$ cat src/rtl/sample_pacer.sv
// Elastic sample FIFO that releases buffered samples as single-cycle strobes,
// one every clks_per_sample clocks, decoupling bursty input from a fixed output rate.
module sample_pacer #(
    parameter int DATA_W = 8,
    parameter int ADDR_W = 4,
    parameter int DIV_W  = 16
) (
    input  logic              clk,
    input  logic              rst,
    input  logic              enable,
    input  logic [DATA_W-1:0] in_sample,
    input  logic              in_valid,
    input  logic [DIV_W-1:0]  clks_per_sample,
    input  logic              clr_flags,
    output logic [DATA_W-1:0] out_sample,
    output logic              out_new_sample,
    output logic [ADDR_W:0]   level,
    output logic              full,
    output logic              empty,
    output logic              overflow,
    output logic              underflow
);

    localparam int              DEPTH      = 1 << ADDR_W;
    localparam logic [ADDR_W:0] FULL_LEVEL = (ADDR_W + 1)'(DEPTH);

    logic [DATA_W-1:0] mem [DEPTH];
    logic [ADDR_W-1:0] rd_ptr;
    logic [ADDR_W-1:0] wr_ptr;
    logic [DIV_W-1:0]  count;
    logic [DIV_W-1:0]  last_count;
    logic [ADDR_W:0]   level_next;
    logic              tick;
    logic              pop;
    logic              push;
    logic              drop;

    // NOTE: every signal assigned in always_comb gets a value on every path,
    // otherwise synthesis infers a latch.
    always_comb begin
        // A divisor of 0 behaves like 1: tick every clock.
        last_count = (clks_per_sample == '0) ? '0 : clks_per_sample - DIV_W'(1);
        // >= lets a mid-period shrink of the divisor fire on the next clock.
        tick       = enable && (count >= last_count);
        pop        = tick && !empty;
        push       = in_valid && (!full || pop);
        drop       = in_valid && full && !pop;
        level_next = level;
        case ({push, pop})
            2'b10:   level_next = level + 1'b1;
            2'b01:   level_next = level - 1'b1;
            default: level_next = level;
        endcase
    end

    // NOTE: the storage array has no reset; only pointers and level define
    // which entries are meaningful, so resetting the data would be wasted logic.
    always_ff @(posedge clk) begin
        if (push) begin
            mem[wr_ptr] <= in_sample;
        end
    end

    always_ff @(posedge clk) begin
        if (rst) begin
            rd_ptr         <= '0;
            wr_ptr         <= '0;
            count          <= '0;
            level          <= '0;
            full           <= 1'b0;
            empty          <= 1'b1;
            out_sample     <= '0;
            out_new_sample <= 1'b0;
            overflow       <= 1'b0;
            underflow      <= 1'b0;
        end else begin
            if (!enable || tick) begin
                count <= '0;
            end else begin
                count <= count + DIV_W'(1);
            end

            if (push) begin
                wr_ptr <= wr_ptr + 1'b1;
            end

            // A read of mem here sees the pre-write contents, so a full FIFO
            // can pop and accept a write on the same slot in one cycle.
            out_new_sample <= pop;
            if (pop) begin
                out_sample <= mem[rd_ptr];
                rd_ptr     <= rd_ptr + 1'b1;
            end

            level <= level_next;
            full  <= (level_next == FULL_LEVEL);
            empty <= (level_next == '0);

            // Set has priority over clear so no error event is lost.
            if (drop) begin
                overflow <= 1'b1;
            end else if (clr_flags) begin
                overflow <= 1'b0;
            end

            if (tick && empty) begin
                underflow <= 1'b1;
            end else if (clr_flags) begin
                underflow <= 1'b0;
            end
        end
    end

endmodule

$ cat config.mk
export PLATFORM = sky130hd
export DESIGN_NAME = sample_pacer
export DESIGN_NICKNAME = d
export VERILOG_FILES = /design/src/rtl/sample_pacer.sv
export SDC_FILE = /design/constraint.sdc
export NUM_CORES = 1
export LEC_CHECK = 0
export CELL_PAD_IN_SITES_DETAIL_PLACEMENT = 1
export CELL_PAD_IN_SITES_GLOBAL_PLACEMENT = 2
export CORE_ASPECT_RATIO = 1.1
export CORE_MARGIN = 2
export CORE_UTILIZATION = 45
export CTS_BUF_LIST = sky130_fd_sc_hd__clkbuf_2
export DETAILED_ROUTE_END_ITERATION = 16
export DONT_BUFFER_PORTS = 1
export PLACE_DENSITY_LB_ADDON = 0.1
export SYNTH_ARGS = -nofsm -noshare
export SYNTH_HDL_FRONTEND = slang
export SYNTH_SLANG_ARGS = --single-unit
export TNS_END_PERCENT = 5
$ cat constraint.sdc
create_clock -name clk -period 14.95 [get_ports clk]
set_input_delay 0.7475 -clock clk [delete_from_list [all_inputs] [get_ports clk]]
set_output_delay 0.7475 -clock clk [all_outputs]
set_load 0.01 [all_outputs]
# Word level (Yosys, flattened, before mapping)
# Memories as Yosys holds them, arrays and structs flattened. A register that Yosys moved wholly into a read port is not among the register bits.
# Cells that the tools add are included.
# W data, S select, Z words.
# op_classes
n_addsub	6
magnitude_cmp	1
n_eq_ne	3
muxes	7
n_reduce_logical	17
# ops
cell	count
$add A16 B1 Y16 const B	1
$ge A16 B16 Y1	1
$logic_not A16 Y1	1
$mux W16	1
$sub A16 B1 Y16 const B	1
$pmux W5 S2	1
$add A4 B1 Y4 const B	2
$logic_and A1 B1 Y1	6
$add A5 B1 Y5 const B	1
$eq A5 B5 Y1 const B	1
$logic_not A5 Y1	1
$mux W1	5
$sub A5 B1 Y5 const B	1
$logic_not A1 Y1	4
$reduce_bool A2 Y1	2
$eq A2 B1 Y1 const B	1
$eq A2 B2 Y1 const B	1
$logic_or A1 B1 Y1	2
$reduce_or A2 Y1	1
# totals
register_bits	34
ram_bits	128
inputBits	29
output_inout_bits	18
wordCells	44
mem_count	1
# memory_table
name	depth	word_bits	rd	rd_ports_with_merged_regs	write_ports	line	text
mem	16	8	1	1	1	27	logic [DATA_W-1:0] mem [DEPTH];

# Logic depth before layout (Yosys ltp)
# Gate-level depths: netlist of run 1.
# depth
word_depth	10
mapped_depth	23
depth_no_buf	22

# Least setup slack after synthesis of run 1
# No wires, ideal clock.
# synth_timing
path_type	input to register
startpoint	input clks_per_sample[5]
endpoint	register full
setup_time_ps	59
t_arrival_ps	5514
t_required_ps	14891
path_slack_ps	9377
path_stages	22
path_buffers	2
path_cell_list	nor4_1 > nand2_1 > or4_1 > nor4_1 > xor2_1 > nand2_1 > ha_1 > a21o_1 > a21o_1 > a2111o_1 > o311ai_1 > buf_2 > buf_4 > inv_1 > ha_1 > fa_1 > a21o_1 > a21oi_1 > xor2_1 > or3_1 > a21oi_1 > and2_1
# synth_between
elab_chain_len	10
elab_cells_between_ends	12
classes_between	add/sub (1); order compare (1); eq/ne (3); mux (2); reduce/logical (5)
# synth_lines
element	line	text
from (decl)	13	input logic [DIV_W-1:0] clks_per_sample,
$sub A16 B1 Y16 / $logic_not A16 Y1 (equally long branches)	42	last_count = (clks_per_sample == '0) ? '0 : clks_per_sample - DIV_W'(1);
$mux W16 *	42	
$ge A16 B16 Y1 *	44	tick = enable && (count >= last_count);
$logic_and A1 B1 Y1 *	44	
$logic_and A1 B1 Y1 *	45	pop = tick && !empty;
net pop	34	logic pop;
$logic_or A1 B1 Y1	46	push = in_valid && (!full || pop);
$logic_and A1 B1 Y1	46	
$eq A2 B1 Y1 / $eq A2 B2 Y1 (equally long branches)	49	case ({push, pop})
$pmux W5 S2 *	49	
$eq A5 B5 Y1 *	96	full <= (level_next == FULL_LEVEL);
to (signal assigned)	96	
to (decl)	18	output logic full,
# Mark *: on every way through the listed nets, which the timed path passes. The rest lies on a longest branch.
# A chain may end at the register's enable or synchronous reset.

# Final worst setup path of run 1
# layout_timing
startpoint	input clks_per_sample[11]
endpoint	register full
# layout_between
elab_chain_len	10
elab_cells_between_ends	12
classes_between	add/sub (1); order compare (1); eq/ne (3); mux (2); reduce/logical (5)
# layout_lines
element	line
$sub A16 B1 Y16 / $logic_not A16 Y1 (equally long branches)	42
$mux W16 *	42
$ge A16 B16 Y1 *	44
$logic_and A1 B1 Y1 *	44
$logic_and A1 B1 Y1 *	45
$logic_or A1 B1 Y1	46
$logic_and A1 B1 Y1	46
$eq A2 B1 Y1 / $eq A2 B2 Y1 (equally long branches)	49
$pmux W5 S2 *	49
$eq A5 B5 Y1 *	96
# Every way passes the cells marked *; elsewhere a longest branch is shown, timed or not.

==> metrics list, run 1 <==
- Status: finished clean
* Post-place instance area: 0.00785 mm²
* Unrepaired setup endpoints after global routing: false
- Cell count after synthesis: between 500 and 600
- Once layout is complete, the utilization of the core stands at 0.500.
- Fraction of synthesized cell area taken by the top area cell type: 0.510
- The path class of the tightest hold or removal check is in2reg.
- Req. time, crit path: ~16000 ps
* Post-cts sizing count: 0
- Entering global routing, the biggest net connects 36 pins.
* Post-route antenna net violation count: 0
* Vias in the first global route: 4446
- Pre-Repair DR Iteration Count: 5
* Final min period: approximately 5500 ps
- Number of placed I/O pins: 47
- At the pin with the least slew margin, the transition time is 1090 ps.
- Number of synthesized register bits: 170
- Maximum buffer depth of the clock tree: 2
- The tree is rooted in a sky130_fd_sc_hd__clkbuf_2.
* Max Cap Violations: 0
- Tcrit/Tclk final: 0.371
- Aggregate routed wire length: 16000 µm
* Achievable frequency: about 180 MHz
* Non-Filler Instances: 737
* Area inside the core boundary: 0.0164 mm²
- CTS sink count: 170
* Timing startpoint of the critical path: clks_per_sample[11]
- The count of final max-slew check failures came to 0.
- Among all cell types in the netlist, the one instantiated most often is sky130_fd_sc_hd__edfxtp_1.
- Placed wire-length estimate after detailed placement: 11000 µm
* Number of vias per cell after detailed routing: 5.72
- In the synthesized netlist the dominant register cell turns out to be sky130_fd_sc_hd__edfxtp_1.
- Largest voltage drop on the vdd net: between 0.05 and 0.06 mV
- Worst-path clk slew: roughly 210 ps
- The first global-routing pass estimated 25100 µm of wire.
* Number of clock buffers inserted by TritonCTS: 17
- Data arrival time of the critical path: approximately 6000 ps
- Power density over the cells: a little under 100 mW/mm²
- The detailed router placed 4213 vias in this run.
- The detailed router finished its first iteration with 247 violations.
* Sum of internal, switching and leakage power: 808 µW
- Total Die Area: roughly 0.018 mm²
* Cell type with the highest aggregate area in the netlist: sky130_fd_sc_hd__edfxtp_1
- The synthesized netlist contains 48 unique library cells.
* Chip Width: ~130 µm
- The initial antenna violation count is 1.
* Startpoint type of the worst setup path: primary input
- STA classifies the critical path endpoint as a register.
- Count of filler cells inserted in the layout: 1578
* Overflow after GRT: 0
- The H-tree was split into 4 levels.
- Die Height: 140 µm
- In the synthesized netlist, the cells that appear most often are 128 x sky130_fd_sc_hd__edfxtp_1, 42 x sky130_fd_sc_hd__dfxtp_1, 40 x sky130_fd_sc_hd__mux4_2.
- TritonCTS built the clock tree.
- The analysis attributes to cell leakage a power of 0.00285 µW.
- FF-to-FF Start: count[13]$_SDFF_PP0_
- Final clock skew: 38.0 ps
- In the final layout, the share of cells above drive strength 1 is 0.209.
- During placement, the flow inserted port buffers numbering 0.
* Number of cells after detailed placement: 698
- Headroom to the max-slew limit: 0.272
- Remaining routing DRC violations: 0
- DR WL/cell: between 20 and 25 µm
- Async set-reset flop share out of synthesis: 0
- After synthesis, the cell types taking the most area are sky130_fd_sc_hd__edfxtp_1 51%, sky130_fd_sc_hd__mux4_2 12%, sky130_fd_sc_hd__dfxtp_1 11%.
- Placement Rows: 49
* Number of nets in the final layout: 577
* Fraction of the yosys area taken by sequential cells: 0.621
* Net count after synthesis: 560
- Total negative setup slack: 0 ps
- Setup violations remaining at the end of the flow were counted as 0.
- After routing the design area is between 0.008 and 0.009 mm².
- Reg2Reg Setup Slack: 10610 ps
- The startpoint identified for the worst hold timing path is rst.
- Avg Synthesized Cell Area: between 15 and 20 µm²
- Final weighted congestion of routability-driven global placement: 0.735
* Maximum net fanout on the critical path: 21
* Number of enable flip-flop cells after synthesis: about 130
* WS Path Type: in2reg
- Count of endpoints failing hold in the final timing report: 0
- For this configuration, the core starts out at a cell density of 0.461.
* Synthesized area: 0.00754 mm²
* Synthesis-to-layout area growth: 8.49%
- For this run, the number of Yosys warnings is 0.
- Worst-skew pair later-pin latency: 700 ps
* Combined global-route utilization of all metal layers: 0.190
==> final cells by class <==
cell class | instances | area, µm² | share of cell area
diodes | 1 | 2.50 | 0.000306
clock buffers | 21 | 105 | 0.0128
clock inverters | 11 | 163 | 0.0199
inverters | 13 | 48.8 | 0.00596
multi-input cells | 296 | 2750 | 0.336
flip-flops and latches | 170 | 4690 | 0.573
well taps | 204 | 255 | 0.0312
repair buffers | 21 | 173 | 0.0211
==> metal layers <==
metal,routed length [µm],up-vias,GRT usage
met5,0,-,0
met4,126,0,0.0457
met3,688,8,0.0415
met2,8640,86,0.338
met1,6520,2174,0.237
li1,-,1945,-
==> state kept, by name (all words and copies together), names as in the netlist <==
register,count
count,16
empty,1
full,1
level,5
mem,128
out_new_sample,1
out_sample,8
overflow,1
rd_ptr,4
underflow,1
wr_ptr,4
==> critical path, stage by stage <==
cell and delay (ps):
sky130_fd_sc_hd__or4_1 560, sky130_fd_sc_hd__nor3_1 220, sky130_fd_sc_hd__nand4b_1 540, sky130_fd_sc_hd__and2_1 400, sky130_fd_sc_hd__ha_1 260, sky130_fd_sc_hd__nand2b_1 150, sky130_fd_sc_hd__a2111oi_0 530, sky130_fd_sc_hd__nor3_1 200
sky130_fd_sc_hd__o311ai_4 240, sky130_fd_sc_hd__buf_4 320, sky130_fd_sc_hd__a21oi_1 170, sky130_fd_sc_hd__inv_1 90, sky130_fd_sc_hd__ha_1 280, sky130_fd_sc_hd__ha_1 320, sky130_fd_sc_hd__a21o_1 170, sky130_fd_sc_hd__a21oi_1 160
sky130_fd_sc_hd__xor2_1 110, sky130_fd_sc_hd__or3_1 320, sky130_fd_sc_hd__a21oi_1 220, sky130_fd_sc_hd__and2_1 160
==> final timing paths <==
kind | endpoint | cells after the start
setup / recovery | full$_SDFF_PP0_ | 20
setup reg to reg | full$_SDFF_PP0_ | 16
hold reg to reg | count[0]$_SDFF_PP0_ | 1
hold / removal | underflow$_SDFFE_PP0P_ | 1
==> power breakdown <==
part | switching, µW | total, µW | internal (µW)
logic | 17.7 | 31.3 | 13.7
clock network | 159 | 259 | 100
registers | 3.99 | 517 | 513
total | 181 | 808 | 627
==> metrics by stage <==
stage	hold WS, ps	setup slack [ps]
3_3_place_gp	466	8650
6_report	107	9410
2_1_floorplan	439	9380
3_5_place_dp	465	8640
5_1_grt	-0.0607	8930
4_1_cts	4.44	9410
==> cell usage in the layout (no fill, tap or decap), types with 3 or more instances in the layout <==
cell and n:
sky130_fd_sc_hd__edfxtp_1 128, sky130_fd_sc_hd__dfxtp_1 41, sky130_fd_sc_hd__mux4_2 40, sky130_fd_sc_hd__nor2_1 38
sky130_fd_sc_hd__nand2_1 33, sky130_fd_sc_hd__ha_1 28, sky130_fd_sc_hd__clkbuf_2 21, sky130_fd_sc_hd__xor2_1 20
sky130_fd_sc_hd__nor3_1 16, sky130_fd_sc_hd__buf_4 15, sky130_fd_sc_hd__inv_1 13, sky130_fd_sc_hd__xnor2_1 13
sky130_fd_sc_hd__mux2i_1 12, sky130_fd_sc_hd__a21oi_1 11, sky130_fd_sc_hd__nor2_4 8, sky130_fd_sc_hd__nand2b_1 7
sky130_fd_sc_hd__nand3_1 7, sky130_fd_sc_hd__dlygate4sd3_1 6, sky130_fd_sc_hd__a21o_1 5, sky130_fd_sc_hd__nand4_1 5
sky130_fd_sc_hd__and2_1 5, sky130_fd_sc_hd__nor3_2 4, sky130_fd_sc_hd__nor4_2 4, sky130_fd_sc_hd__or3_1 4
sky130_fd_sc_hd__o21ai_0 4, sky130_fd_sc_hd__clkinv_4 4, sky130_fd_sc_hd__nor2b_1 3, sky130_fd_sc_hd__mux2_2 3
sky130_fd_sc_hd__bufinv_16 3, sky130_fd_sc_hd__inv_6 3
==> cell families after synthesis <==
| family | Yosys count | share of synthesized area |
|---|---|---|
| AO/OA/AOI/OAI | 29 | 0.0251 |
| XOR/XNOR | 33 | 0.0383 |
| adder cells (fa/ha/maj) | 29 | 0.0491 |
| buffers and inverters | 36 | 0.0226 |
| flip-flops | 170 | 0.621 |
| multiplexers | 55 | 0.140 |
| AND/OR/NAND/NOR | 150 | 0.104 |
==> repair_timing <==
action / CTS / global route
hold endpoints to repair: 13 / 20
hold buffers: 1 / 5
setup buffers: 0 / 0
Note: power is estimated with default switching activity, not from simulation.
==> run 2: changes to the inputs <==
--- a/config.mk
+++ b/config.mk
@@ -5,11 +5,12 @@
 export SDC_FILE = /design/constraint.sdc
 export NUM_CORES = 1
 export LEC_CHECK = 0
+export ABC_AREA = 1
 export CELL_PAD_IN_SITES_DETAIL_PLACEMENT = 1
 export CELL_PAD_IN_SITES_GLOBAL_PLACEMENT = 2
 export CORE_ASPECT_RATIO = 1.1
 export CORE_MARGIN = 2
-export CORE_UTILIZATION = 45
+export CORE_UTILIZATION = 44
 export CTS_BUF_LIST = sky130_fd_sc_hd__clkbuf_2
 export DETAILED_ROUTE_END_ITERATION = 16
 export DONT_BUFFER_PORTS = 1
==> constraint.sdc (replaced) <==
create_clock -name clk -period 5.6 [get_ports clk]
set_input_delay 0.28 -clock clk [delete_from_list [all_inputs] [get_ports clk]]
set_output_delay 0.28 -clock clk [all_outputs]
set_load 0.01 [all_outputs]
==> run 2 against run 1 <==
Total power grew to 2.7 times the previous value. Critical path depth grew 2. Cell area grew 1.5%. Synthesized area grew 2.8%. Via count grew 27%. Global-route usage grew 3.2 points. Flip-flop and latch count is the same. Clock-buffer cell count shrank 4. Sequential power grew to 2.7 times the previous value.
==> metrics list, run 2 <==
* Headroom to the max-slew limit: 0.244 (-0.0277)
- Number of hold buffers added after CTS: 14 (+13)
- Initial antenna violation count: 2 (+1)
* Clock group share of total power: 0.302 (-0.019)
- The violation count after the first detailed-route iteration was 289 (+17%).
- Slew at the pin closest to its max-slew limit: 1130 ps (+41.5 ps)
* Tcrit/Tclk final: 0.657
- Worst hold path class: in2reg
- The number of nets with antenna violations after routing was 0 (unchanged).
* Count of endpoints failing hold in the final timing report: 0 (unchanged)
- Clock tree from TritonCTS: built
* Req. time, crit path: 6320 ps (-9270 ps)
- The floorplan die height was 143 µm (+2.5%).
- The post-synthesis instance total came to 734 (+46%).
- The buffer levels on the longest clock path came to 2 (unchanged).
- The library cell used most frequently in the layout, excluding fill and tap cells, is sky130_fd_sc_hd__edfxtp_1.
* Fraction of synthesized cell area taken by the top area cell type: 0.496 (-0.0137)
- The worst path needs 3680 ps of the cycle, external delays included.
- Global-route wire length before repair: 30600 µm (+22%)
- H-tree depth reported by CTS: 4 (unchanged)
- Overflow after GRT: 0 (unchanged)
* Number of placed I/O pins: 47 (unchanged)
- The number of warning messages in the yosys log was 0 (unchanged).
- After synthesis, the cell types taking the most area are sky130_fd_sc_hd__edfxtp_1 50%, sky130_fd_sc_hd__dfxtp_1 11%, sky130_fd_sc_hd__nand2_1 5.8%.
* Achievable frequency: 272 MHz
* Net count after synthesis: 792 (+41%)
- Share of the synthesized netlist area taken by xor and xnor gates: 0.0237 (-0.0146)
* Int Power: 1590 µW (+150%)
* Total Die Area: 0.0187 mm² (+5.0%)
* Number of nets in the final layout: 798 (+38%)
- Count of filler cells inserted in the layout: 1913 (+21%)
* Worst hold margin: 109 ps (+1.42 ps)
- Critical path's largest stage delay: 520 ps (-40 ps)
- The quantity of gates resized following cts was 0 (unchanged).
* Number of distinct library cells after synthesis: 44 (-8.3%)
- The switching power total is 568 µW (+210%).
- The clock edge transition at the registers on the reported setup and hold paths is 260 ps (+50 ps).
* Most used standard cells in the synthesized netlist: 128 x sky130_fd_sc_hd__edfxtp_1, 120 x sky130_fd_sc_hd__nand2_1, 98 x sky130_fd_sc_hd__nor2_1
- Area fraction in compound gates after synthesis: 0.0836 (+0.0586)
- Synthesized area: 0.00775 mm² (+2.8%)
- Combined global-route utilization of all metal layers: 0.222 (+0.0318)
- Fraction of the yosys area taken by sequential cells: 0.604 (-0.0167)
* Starting Density: 0.452 (-0.00856)
* Post-Synth Simple-Gate Area: 0.197 (+0.0929)
- Total negative setup slack: 0 ps (unchanged)
- Largest voltage drop on the vdd net: 0.113 mV (+90%)
* Maximum net fanout on the critical path: 15 (-29%)
- Status: finished clean
- The largest net degree at the start of global routing came to 71 (+97%).
- The post-detailed-route DRC marker count came to 0 (unchanged).
- Buffers & Inverters on Critical Path: 1 (-1)
* Power density over the cells: 260 mW/mm² (+160%)
* Unrepaired setup endpoints after global routing: false
- The cell family contributing the most delay on the critical path is simple AND/OR/NAND/NOR gates.
* Number of clock buffers inserted by TritonCTS: 17 (unchanged)
- Aggregate routed wire length: 19300 µm (+21%)
- The library cells used most frequently in the layout, excluding fill and tap cells, are 128 x sky130_fd_sc_hd__edfxtp_1, 120 x sky130_fd_sc_hd__nand2_1, 98 x sky130_fd_sc_hd__nor2_1.
* Clock root buffer master: sky130_fd_sc_hd__clkbuf_2
- Startpoint type of the worst setup path: primary input
- Async set-reset flop share out of synthesis: 0 (unchanged)
- The die width came to 131 µm (+2.4%).
- Endpoint kind of the worst setup timing path: register
- The detailed-route wire length per cell was 19.5 µm (-10%).
- The part of the total power dissipated in sequential elements was 0.643 (+0.003).
- The number of port buffers was 0 (unchanged).
- The post-synthesis average cell area is 10.6 µm² (-30%).
* Vias in the first global route: 5561 (+25%)
- The total number of placement rows was 50 (+2.0%).
* Arithmetic-cell share of the synthesized area counting full adders, half adders and majority gates: 0.0478 (-0.00132)
* Worst-skew pair later-pin latency: 760 ps (+60 ps)
- The number of setup violations in the final report was 0 (unchanged).
- Critical path cell sequence: nor2_1, nand3_1, nor4_1, nand4_1, nand3b_1, ha_1, a21oi_1, o21ai_1, a21oi_1, nand2_2, nand3_4, inv_2, ha_1, fa_1, nand2_1, nand2_1, a21oi_1, o21ai_0, a21oi_1, xor2_1, nand2_1, nor2_1
* Main combinational cell family by area after synthesis: simple AND/OR/NAND/NOR gates
* WS Path Type: in2reg
- Data arrival time of the critical path: 4400 ps (-1780 ps)
* CTS sink count: 170 (unchanged)
- The number of maximum-capacitance violations came to 0 (unchanged).
- The total half-perimeter wirelength after legalization and detailed placement was 12900 µm (+17%).
- Slowest CP cell: sky130_fd_sc_hd__nand4_1
* Vias post-DR: 5344 (+27%)
- Reg with most FFs: mem
- Number of enable flip-flop cells after synthesis: 128 (unchanged)
* Critical path's most frequent cell: sky130_fd_sc_hd__a21oi_1
* Number of vias per cell after detailed routing: 5.41 (-5.4%)
- Cell type with the highest aggregate area in the netlist: sky130_fd_sc_hd__edfxtp_1
* Number of flip-flops in the largest register: 128 (unchanged)
* Final clock skew: 41.3 ps (+3.29 ps)
- Synthesis-to-layout area growth: 7.20%
- The count of final max-slew check failures came to 0 (unchanged).
- In the synthesized netlist the dominant register cell turns out to be sky130_fd_sc_hd__edfxtp_1.
- Share of cells above drive strength 1: 0.0785 (-0.130)
- Pre-Repair DR Iteration Count: 4 (-1)
- Area inside the core boundary: 0.0171 mm² (+4.7%)
- The fraction of power spent switching nets was 0.263 (+0.0389).
- Post-CTS Setup Bufs: 0 (unchanged)
- The largest registers in the layout are mem (128), count (16), out_sample (8).
* Number of synthesized register bits: 170 (unchanged)
* Leakage power total: 0.00307 µW (+7.8%)
* Leading cell type by number of instances after synthesis: sky130_fd_sc_hd__edfxtp_1
* Fraction of power consumed by combinational cells: 0.055 (+0.016)
- The final weighted congestion in routability-driven placement was 0.837 (+14%).
- Multiplexer fraction of the synthesized cell area: 0.00129 (-0.139)
==> run 2: cell type report <==
cell class | instances | area [µm²] | share of cell area
clock inverters | 14 | 161 | 0.0194
flip-flops and latches | 170 | 4690 | 0.564
clock buffers | 17 | 85.1 | 0.0102
inverters | 48 | 185 | 0.0223
repair buffers | 16 | 155 | 0.0187
well taps | 234 | 293 | 0.0352
diodes | 2 | 5.00 | 0.000602
multi-input cells | 487 | 2740 | 0.330
==> run 2: per-layer routing <==
metal	share of wire	routed length, µm	track usage
met2	0.50	9630	0.369
met1	0.46	8790	0.299
met4	0.015	293	0.0638
met3	0.028	547	0.0390
met5	0.00088	17	0
==> run 2: kinds of logic after synthesis <==
logic type,count (synthesis)
flip-flops,170
buffers and inverters,77
XOR/XNOR,21
adder cells (fa/ha/maj),29
multiplexers,1
AND/OR/NAND/NOR,324
AO/OA/AOI/OAI,112
==> run 2: power by group through the flow <==
stage	registers [µW]	clock network [µW]	logic [µW]
final	1390	652	120
after global placement	1410	0	93.8
after detailed placement	1420	0	97.0
after floorplan	1410	0	72.6
after global routing	1390	715	135
after CTS	1390	669	122
==> run 2: final timing paths <==
check	to	from	depth (start not counted)	slack, ps
worst max-delay path	full$_SDFF_PP0_	clks_per_sample[13]	22	1920
worst min-delay path	count[2]$_SDFF_PP0_	enable	2	110
worst min register to register	count[0]$_SDFF_PP0_	count[0]$_SDFF_PP0_	1	490
worst max register to register	full$_SDFF_PP0_	count[0]$_SDFF_PP0_	23	2230
==> run 2: stage by stage <==
step / cell area (µm²) / power, µW / utilization / setup WS, ps / cells
finish: 8310 / 2160 / 0.485 / 1920 / 988
global route: 8310 / 2240 / 0.485 / 1380 / 988
CTS: 8300 / 2180 / 0.484 / 2040 / 986
detailed placement: 7920 / 1510 / 0.462 / 1180 / 941
global placement: 7920 / 1510 / 0.462 / 1390 / 941
floorplan: 7750 / 1480 / - / 1840 / 734
